[config.mk]
export PLATFORM = sky130hd
export DESIGN_NAME = uart_rx_core
export DESIGN_NICKNAME = d
export VERILOG_FILES = /design/src/rtl/uart_rx_core.sv
export SDC_FILE = /design/constraint.sdc
export NUM_CORES = 1
export LEC_CHECK = 0
export ABC_CLOCK_PERIOD_IN_PS = 2100
export CORE_ASPECT_RATIO = 1.25
export CORE_MARGIN = 2
export CORE_UTILIZATION = 54
export DETAILED_ROUTE_END_ITERATION = 8
export PLACE_DENSITY = 0.78
export SYNTH_ARGS = -nofsm -noshare
export SYNTH_HDL_FRONTEND = slang
export SYNTH_SLANG_ARGS = --single-unit
[constraint.sdc]
create_clock -name clk -period 2.1 [get_ports clk]
set_clock_uncertainty 0.05 [all_clocks]
set_input_delay 0.63 -clock clk [delete_from_list [all_inputs] [get_ports clk]]
set_output_delay 0.63 -clock clk [all_outputs]
set_load 0.02 [all_outputs]
[src/rtl/uart_rx_core.sv]
// 8N1 UART receiver: mid-bit sampling from one absolute cycle counter per frame,
// registered one-cycle byte/framing-error strobes for the word-assembly wrapper.
module uart_rx_core #(
  parameter int unsigned CLKS_PER_BIT = 868
) (
  input  logic       clk,
  input  logic       reset_n,
  input  logic       io_rx,
  output logic       io_data_valid,
  output logic [7:0] io_data_packet,
  output logic       framing_error,
  output logic       rx_busy
);

  localparam int unsigned HALF  = CLKS_PER_BIT / 2;
  localparam int unsigned CNT_W = $clog2(CLKS_PER_BIT * 10);

  // The counter holds (cycle - 1) at each edge, so targets are one below the sample cycle
  localparam logic [CNT_W-1:0] FIRST_SAMPLE = CNT_W'(HALF - 1);
  localparam logic [CNT_W-1:0] BIT_STEP     = CNT_W'(CLKS_PER_BIT);

  generate
    if (CLKS_PER_BIT < 4) begin : g_bad_clks_per_bit
      $error("uart_rx_core: CLKS_PER_BIT must be 4 or more");
    end
  endgenerate

  typedef enum logic [2:0] {
    S_IDLE,
    S_START,
    S_DATA,
    S_STOP,
    S_BREAK
  } state_t;

  state_t           r_state;
  state_t           w_state_nxt;
  logic [CNT_W-1:0] r_cnt;
  logic [CNT_W-1:0] w_cnt_nxt;
  logic [CNT_W-1:0] r_target;
  logic [CNT_W-1:0] w_target_nxt;
  logic [2:0]       r_idx;
  logic [2:0]       w_idx_nxt;
  logic [7:0]       r_shift;
  logic [7:0]       w_shift_nxt;
  logic             r_ok_pend;
  logic             w_ok_pend_nxt;
  logic             r_err_pend;
  logic             w_err_pend_nxt;
  logic             r_valid;
  logic             r_ferr;
  logic             r_busy;
  logic [7:0]       r_packet;
  logic             w_sample;

  assign w_sample = (r_cnt == r_target);

  // State register
  always_ff @(posedge clk or negedge reset_n) begin
    if (!reset_n) begin
      r_state <= S_IDLE;
    end else begin
      r_state <= w_state_nxt;
    end
  end

  // Next-state and datapath update
  always_comb begin
    w_state_nxt    = r_state;
    w_cnt_nxt      = r_cnt;
    w_target_nxt   = r_target;
    w_idx_nxt      = r_idx;
    w_shift_nxt    = r_shift;
    w_ok_pend_nxt  = 1'b0;
    w_err_pend_nxt = 1'b0;

    case (r_state)
      S_IDLE: begin
        if (!io_rx) begin
          w_state_nxt  = S_START;
          w_cnt_nxt    = '0;
          w_target_nxt = FIRST_SAMPLE;
        end
      end
      S_START: begin
        w_cnt_nxt = r_cnt + CNT_W'(1);
        if (w_sample) begin
          if (!io_rx) begin
            w_state_nxt  = S_DATA;
            w_idx_nxt    = 3'd0;
            w_target_nxt = r_target + BIT_STEP;
          end else begin
            w_state_nxt = S_IDLE;
          end
        end
      end
      S_DATA: begin
        w_cnt_nxt = r_cnt + CNT_W'(1);
        if (w_sample) begin
          w_shift_nxt  = {io_rx, r_shift[7:1]};
          w_target_nxt = r_target + BIT_STEP;
          w_idx_nxt    = r_idx + 3'd1;
          if (r_idx == 3'd7) begin
            w_state_nxt = S_STOP;
          end
        end
      end
      S_STOP: begin
        w_cnt_nxt = r_cnt + CNT_W'(1);
        if (w_sample) begin
          if (io_rx) begin
            // Back to IDLE right away so a start bit half a bit later is caught
            w_ok_pend_nxt = 1'b1;
            w_state_nxt   = S_IDLE;
          end else begin
            w_err_pend_nxt = 1'b1;
            w_state_nxt    = S_BREAK;
          end
        end
      end
      S_BREAK: begin
        if (io_rx) begin
          w_state_nxt = S_IDLE;
        end
      end
      default: begin
        w_state_nxt = S_IDLE;
      end
    endcase
  end

  // Frame datapath registers
  always_ff @(posedge clk or negedge reset_n) begin
    if (!reset_n) begin
      r_cnt      <= '0;
      r_target   <= '0;
      r_idx      <= 3'd0;
      r_shift    <= 8'h00;
      r_ok_pend  <= 1'b0;
      r_err_pend <= 1'b0;
    end else begin
      r_cnt      <= w_cnt_nxt;
      r_target   <= w_target_nxt;
      r_idx      <= w_idx_nxt;
      r_shift    <= w_shift_nxt;
      r_ok_pend  <= w_ok_pend_nxt;
      r_err_pend <= w_err_pend_nxt;
    end
  end

  // Output strobes land one edge after the stop sample; busy tracks the state one edge late
  always_ff @(posedge clk or negedge reset_n) begin
    if (!reset_n) begin
      r_valid  <= 1'b0;
      r_ferr   <= 1'b0;
      r_busy   <= 1'b0;
      r_packet <= 8'h00;
    end else begin
      r_valid <= r_ok_pend;
      r_ferr  <= r_err_pend;
      r_busy  <= (r_state != S_IDLE);
      if (r_ok_pend) begin
        r_packet <= r_shift;
      end
    end
  end

  assign io_data_valid  = r_valid;
  assign io_data_packet = r_packet;
  assign framing_error  = r_ferr;
  assign rx_busy        = r_busy;

endmodule

==> results.sh, run 1 <==
export IMPL_outcome="complete, no violations"
export IMPL_synth_edf_count=0
export IMPL_grt_antenna_before_repair=0
export IMPL_dpl_worst_slack_ns=-0.3736
export IMPL_combPwrFrac_pct=19.2
export IMPL_drive_above_1_share_pct=28.86
export IMPL_p_sw_uw=647.1
export IMPL_synthCells=249
export IMPL_seq_power_share_pct=51.5
export IMPL_switching_share_pct=27.78
export IMPL_boundaryPins=14
export IMPL_dieArea_sq_mm=0.005644
export IMPL_power_density_mw_per_mm2=691.0
export IMPL_critPathTopFamily="simple AND/OR/NAND/NOR gates"
export IMPL_synthFlopType="dfrtp_1"
export IMPL_muxShareOfSynthArea_pct=8.753
export IMPL_worstPathRequired_ns=2.30
export IMPL_grt_pass1_vias=2083
export IMPL_avgSynthCellArea_sq_um=10.96
export IMPL_timing_final_crit_share_pct=98.51
export IMPL_synth_area_sq_mm=0.002730
export IMPL_vdd_ir_drop_max_uv=539.1
export IMPL_worstPathArrival_ns=2.27
export IMPL_critPathKind="input pin to flip-flop"
export IMPL_max_stage_delay_ns=0.45
export IMPL_gp_congestion=0.8578
export IMPL_slew_headroom_pct=63.15
export IMPL_via_count=2028
export IMPL_gr_total_overflow=0
export IMPL_setup_slack_ns=0.03127
export IMPL_tritoncts="built"
export IMPL_cp_cell_sequence="clkdlybuf4s50_1 -> nor2b_1 -> nor4_2 -> nand3_1 -> buf_6 -> nor4b_2 -> a211o_1"
export IMPL_diodes=0
export IMPL_ys_ff_latch=54
export IMPL_syn_nets=256
export IMPL_synthArstFlopShare_pct=100.0
export IMPL_ys_warn_count=0
export IMPL_rows=28
export IMPL_max_freq_mhz=483.4
export IMPL_p_total_uw=2329
export IMPL_clockBufferDepth=2
export IMPL_cap_viol_max_count=0
export IMPL_tns_ns=0
export IMPL_synth_top_family_by_area="simple AND/OR/NAND/NOR gates"
export IMPL_power_internal_uw=1682
export IMPL_grt_usage_pct=21.85
export IMPL_hold_path_class="input pin to async pin"
export IMPL_synth_xor_area_share_pct=7.379
export IMPL_drt_total_wl_mm=5.827
export IMPL_drcViolationCount=0
export IMPL_avgRoutedWirePerCell_um=16.28
export IMPL_critical_path_buf_inv_count=2
export IMPL_end_kind="flip-flop"
export IMPL_critical_path_max_fanout=9
export IMPL_ys_types=43
export IMPL_hold_violations=0
export IMPL_core_sq_mm=0.004800
export IMPL_postRouteAntennaNets=0
export IMPL_clkLatencyLatePin_ns=0.30
export IMPL_htreeDepth=2
export IMPL_start_util_pct=56.88
export IMPL_cts_sinks=54
export IMPL_grt_max_degree=55
export IMPL_setup_viol=0
export IMPL_firstDrtPassIters=4
export IMPL_slew_violations=0
export IMPL_fillers=363
export IMPL_synth_compound_area_share_pct=10.95
export IMPL_yosysSeqAreaShare_pct=49.50
export IMPL_p_leak_uw=0.001639
export IMPL_io_buffers=13
export IMPL_rsz0062_at_grt="true"
export IMPL_cts_buffers=5
export IMPL_die_y_um=83.50
export IMPL_finalWorstPathRequiredPeriod_ns=2.069
export IMPL_drtIter0Drc=154
export IMPL_syn_to_final_growth_pct=23.46
export IMPL_die_w_um=67.60
export IMPL_p_clk_share_pct=29.4
export IMPL_detailed_place_hpwl_mm=4.018
export IMPL_grt_pass1_wl_mm=9.549
export IMPL_yosys_area_share_simple_pct=18.42
export IMPL_synth_fa_ha_area_share_pct=1.833
export IMPL_nNetsFinal=304
export IMPL_cp_start_kind="input pin"
export IMPL_vias_per_cell=5.665
export IMPL_clk_pin_slew_worst_paths_ns=0.09
export IMPL_tightest_slew_ns=0.5528
export IMPL_root_buffer="clkbuf_8"
export IMPL_slowest_stage="clkdlybuf4s50_1"
==> cell families (layout without fill, tap and decap cells) <==
group / after synthesis / count (layout)
DFF: 54 / 54
and+or+nand+nor: 89 / 89
buffers and inverters: 20 / 69
AOI/OAI and AO/OA: 40 / 40
adders and majority gates: 4 / 4
muxes: 19 / 19
xor gates and xnor gates: 23 / 23
==> path summary, 6_finish.rpt <==
path                              from            end  slack (ns)  cells after the start
setup / recovery                 io_rx   r_target[11]        0.03                      7
hold / removal                 reset_n  framing_error        0.25                      2
max in group asynchronous      reset_n       r_cnt[6]        1.50                      2
min in group clk            r_err_pend  framing_error        0.31                      0
setup reg to reg           r_target[3]     r_shift[1]        0.05                      6
hold reg to reg             r_err_pend  framing_error        0.31                      0
==> worst reg2reg max path: cells and delay by family, from the launching register on <==
family | cells | cell delay (ns)
XOR/XNOR | 1 | 0.20
buffers and inverters | 1 | 0.18
flip-flops | 1 | 0.41
multiplexers | 1 | 0.34
AND/OR/NAND/NOR | 3 | 0.76
==> cells in the mapped netlist (all sizes together) (4+ instances only) <==
cell type   n  share of area (%)
nand2      15                2.1
clkbuf      5               0.69
a21o        6                1.6
xor2       16                5.1
nor4        6                2.4
ha          4                1.8
a211oi      7                1.9
nor3        5               0.92
inv        10                1.4
nor2       21                2.9
a21oi       6                1.1
nor2b       6                1.4
nand3       7                1.3
and4        4                1.3
mux2       18                8.4
and3        6                1.4
or2         4               0.92
buf         5                1.1
nand4       6                1.6
xnor2       7                2.2
dfrtp      54                 49
==> layout by cell type (no fill, tap or decap), types with 6 or more instances in the layout <==
cell type and instances:
a21o_1 6, a21oi_1 6, and3_1 6, buf_4 34, clkdlybuf4s50_1 12, dfrtp_1 54, inv_1 10, mux2_2 11
mux2_4 7, nand2_1 15, nand3_1 7, nor2_1 21, nor2b_1 6, xnor2_1 7, xor2_1 16
==> registers in the layout, summed over array words and instances (netlist names) <==
signal and cells:
framing_error 1, io_data_packet 8, io_data_valid 1, r_cnt 14, r_err_pend 1, r_idx 3
r_ok_pend 1, r_shift 8, r_state 3, r_target 13, rx_busy 1
==> power by group through the flow <==
| stage | Clock, uW | Combinational (uW) | Sequential, uW |
|---|---|---|---|
| 2_1_floorplan | 0 | 256 | 1210 |
| 4_1_cts | 701 | 438 | 1200 |
| 6_report | 684 | 446 | 1200 |
| 3_5_place_dp | 0 | 412 | 1220 |
| 5_1_grt | 744 | 495 | 1210 |
| 3_3_place_gp | 0 | 395 | 1220 |
==> what timing repair did <==
item	4_1_cts	5_1_grt
endpoints found under the setup margin	12	20
resized for setup	2	11
cloned	0	0
pin swaps	3	3
hold buffers	0	0
buffers inserted	4	2
==> routing by layer <==
layer / GRT usage, % / vias to the layer above / part of all wire (%)
met4: 8.720 / 0 / 1.7
met3: 3.509 / 9 / 2.1
met1: 28.04 / 1016 / 44
li1: - / 971 / -
met2: 35.92 / 32 / 52
met5: 0 / - / 0
==> metrics by stage <==
step                utilization (%)  std cells  area (sq um)  hold WS (ns)
floorplan                         -        249          2730        0.2812
global placement              65.82        344          3159        0.2839
detailed placement            65.82        344          3159        0.2873
CTS                           68.98        356          3311        0.2646
global route                  70.23        358          3371        0.2688
finish                        70.23        358          3371        0.2527
==> layout make-up <==
| class | count | area [sq um] | share of cell area, % |
|---|---|---|---|
| repair buffers | 51 | 451.7 | 13.40 |
| inverters | 10 | 37.54 | 1.114 |
| flip-flops and latches | 54 | 1351 | 40.09 |
| clock buffers | 6 | 72.57 | 2.153 |
| multi-input cells | 175 | 1345 | 39.90 |
| clock inverters | 2 | 37.54 | 1.114 |
| well taps | 60 | 75.07 | 2.227 |
(Power assumes the default switching activity.)
==> run 2: changes to the inputs <==
CORE_MARGIN = 1   (was 2)
==> results.sh, run 2 (same netlist as run 1, synthesis figures left out) <==
export IMPL_outcome="complete, no violations"
export IMPL_gp_congestion=0.8526
export IMPL_cts_buffers=5
export IMPL_grt_pass1_wl_mm=9.370
export IMPL_via_count=1988
export IMPL_hold_path_class="input pin to async pin"
export IMPL_largest_reg_flops=14
export IMPL_grt_max_degree=55
export IMPL_dieArea_sq_mm=0.005346
export IMPL_cap_viol_max_count=0
export IMPL_boundaryPins=14
export IMPL_setup_slack_ns=0.01598
export IMPL_end_kind="flip-flop"
export IMPL_htreeDepth=2
export IMPL_hold_buffers=0
export IMPL_clk_pin_slew_worst_paths_ns=0.09
export IMPL_final_cells=353
export IMPL_tightest_slew_ns=0.5495
export IMPL_core_sq_mm=0.004800
export IMPL_root_buffer="clkbuf_8"
export IMPL_dpl_worst_slack_ns=-0.3427
export IMPL_max_stage_delay_ns=0.43
export IMPL_cp_cell_sequence="clkdlybuf4s50_1 -> nor2b_1 -> nor4_2 -> nand3_1 -> buf_4 -> nor4b_1 -> a211o_1"
export IMPL_placed_cell_area_sq_mm=0.003164
export IMPL_drive_above_1_share_pct=25.94
export IMPL_vias_per_cell=5.632
export IMPL_firstDrtPassIters=4
export IMPL_slew_violations=0
export IMPL_io_buffers=13
export IMPL_final_cell_area_sq_mm=0.003293
export IMPL_setup_viol=0
export IMPL_grt_pass1_vias=2002
export IMPL_cp_start_kind="input pin"
export IMPL_clockBufferDepth=2
export IMPL_postRouteAntennaNets=0
export IMPL_hold_ws_ns=0.2568
export IMPL_vdd_ir_drop_max_uv=457.0
export IMPL_cts_sinks=54
export IMPL_critical_path_max_fanout=9
export IMPL_die_w_um=65.60
export IMPL_nNetsFinal=300
export IMPL_slowest_stage="clkdlybuf4s50_1"
export IMPL_critPathKind="input pin to flip-flop"
export IMPL_diodes=0
export IMPL_final_cell_mix="dfrtp_1, buf_4, nor2_1, xor2_1, nand2_1"
export IMPL_drt_total_wl_mm=5.607
export IMPL_grt_antenna_before_repair=0
export IMPL_drcViolationCount=0
export IMPL_die_y_um=81.50
export IMPL_max_freq_mhz=479.8
export IMPL_syn_to_final_growth_pct=20.62
export IMPL_final_common_cell="dfrtp_1"
export IMPL_detailed_place_hpwl_mm=4.083
export IMPL_tritoncts="built"
export IMPL_p_leak_uw=0.001603
export IMPL_finalWorstPathRequiredPeriod_ns=2.084
export IMPL_hold_violations=0
export IMPL_rows=28
export IMPL_start_util_pct=56.88
export IMPL_largest_register="r_cnt"
export IMPL_top_regs="r_cnt x14, r_target x13"
export IMPL_worstPathRequired_ns=2.29
export IMPL_grt_usage_pct=23.29
export IMPL_r2r_slack_ns=0.05
export IMPL_timing_final_crit_share_pct=99.24
export IMPL_post_place_cells=343
export IMPL_rsz0062_at_grt="true"
export IMPL_power_density_mw_per_mm2=654.3
export IMPL_clkLatencyLatePin_ns=0.31
export IMPL_avgRoutedWirePerCell_um=15.88
export IMPL_drtIter0Drc=87
export IMPL_tns_ns=0
export IMPL_gr_total_overflow=0
export IMPL_slew_headroom_pct=63.37
export IMPL_worstPathArrival_ns=2.27
-- run 2: area by class of cell --
| cell class | count | area (sq um) |
|---|---|---|
| clock buffers | 6 | 72.57 |
| multi-input cells | 175 | 1318 |
| repair buffers | 47 | 430.4 |
| flip-flops and latches | 54 | 1353 |
| well taps | 60 | 75.07 |
| inverters | 10 | 37.54 |
| fillers | 383 | 1506 |
| clock inverters | 1 | 7.507 |
-- run 2: layer usage --
metal  vias to the layer above  track usage [%]  wire (um)
met1                       978            28.62       2447
met4                         0            9.130        129
li1                        965                -          -
met2                        34            40.93       2891
met3                        11            3.472        139
met5                         -                0          0
-- run 2: worst paths after layout --
check | depth (start not counted) | to | startpoint
worst max-delay path | 7 | r_target[11] | io_rx
min in group clk | 0 | framing_error | r_err_pend
worst min register to register | 0 | framing_error | r_err_pend
worst min-delay path | 2 | r_cnt[12] | reset_n
max in group asynchronous | 2 | r_shift[1] | reset_n
worst max register to register | 6 | r_target[11] | r_cnt[6]
-- run 2: power breakdown --
part           total [uW]  switching (uW)  internal, uW
logic                 395             206           190
registers            1210            97.6          1110
clock network         547             318           229
-- run 2: repair_timing --
item,4_1_cts,5_1_grt
pin swaps,3,3
endpoints found under the setup margin,9,24
buffers inserted,0,3
resized for setup,1,7
-- run 2: worst max-delay path, delay by kind of cell --
| kind | cells | cell delay, ns |
|---|---|---|
| compound gates | 1 | 0.14 |
| simple gates | 4 | 0.88 |
| buf+inv | 2 | 0.62 |
-- run 2: per-stage QoR --
stage	total power (uW)	utilization, %
detailed placement	1617	65.93
CTS	2165	67.70
finish	2155	68.61
global route	2281	68.61
global placement	1602	65.93
floorplan	1464	-
==> run 3: changes to the inputs <==
CAP_MARGIN = 30   (was unset)
==> results of run 3 <==
The final DEF is identical to that of run 2; final timing and power are the same.
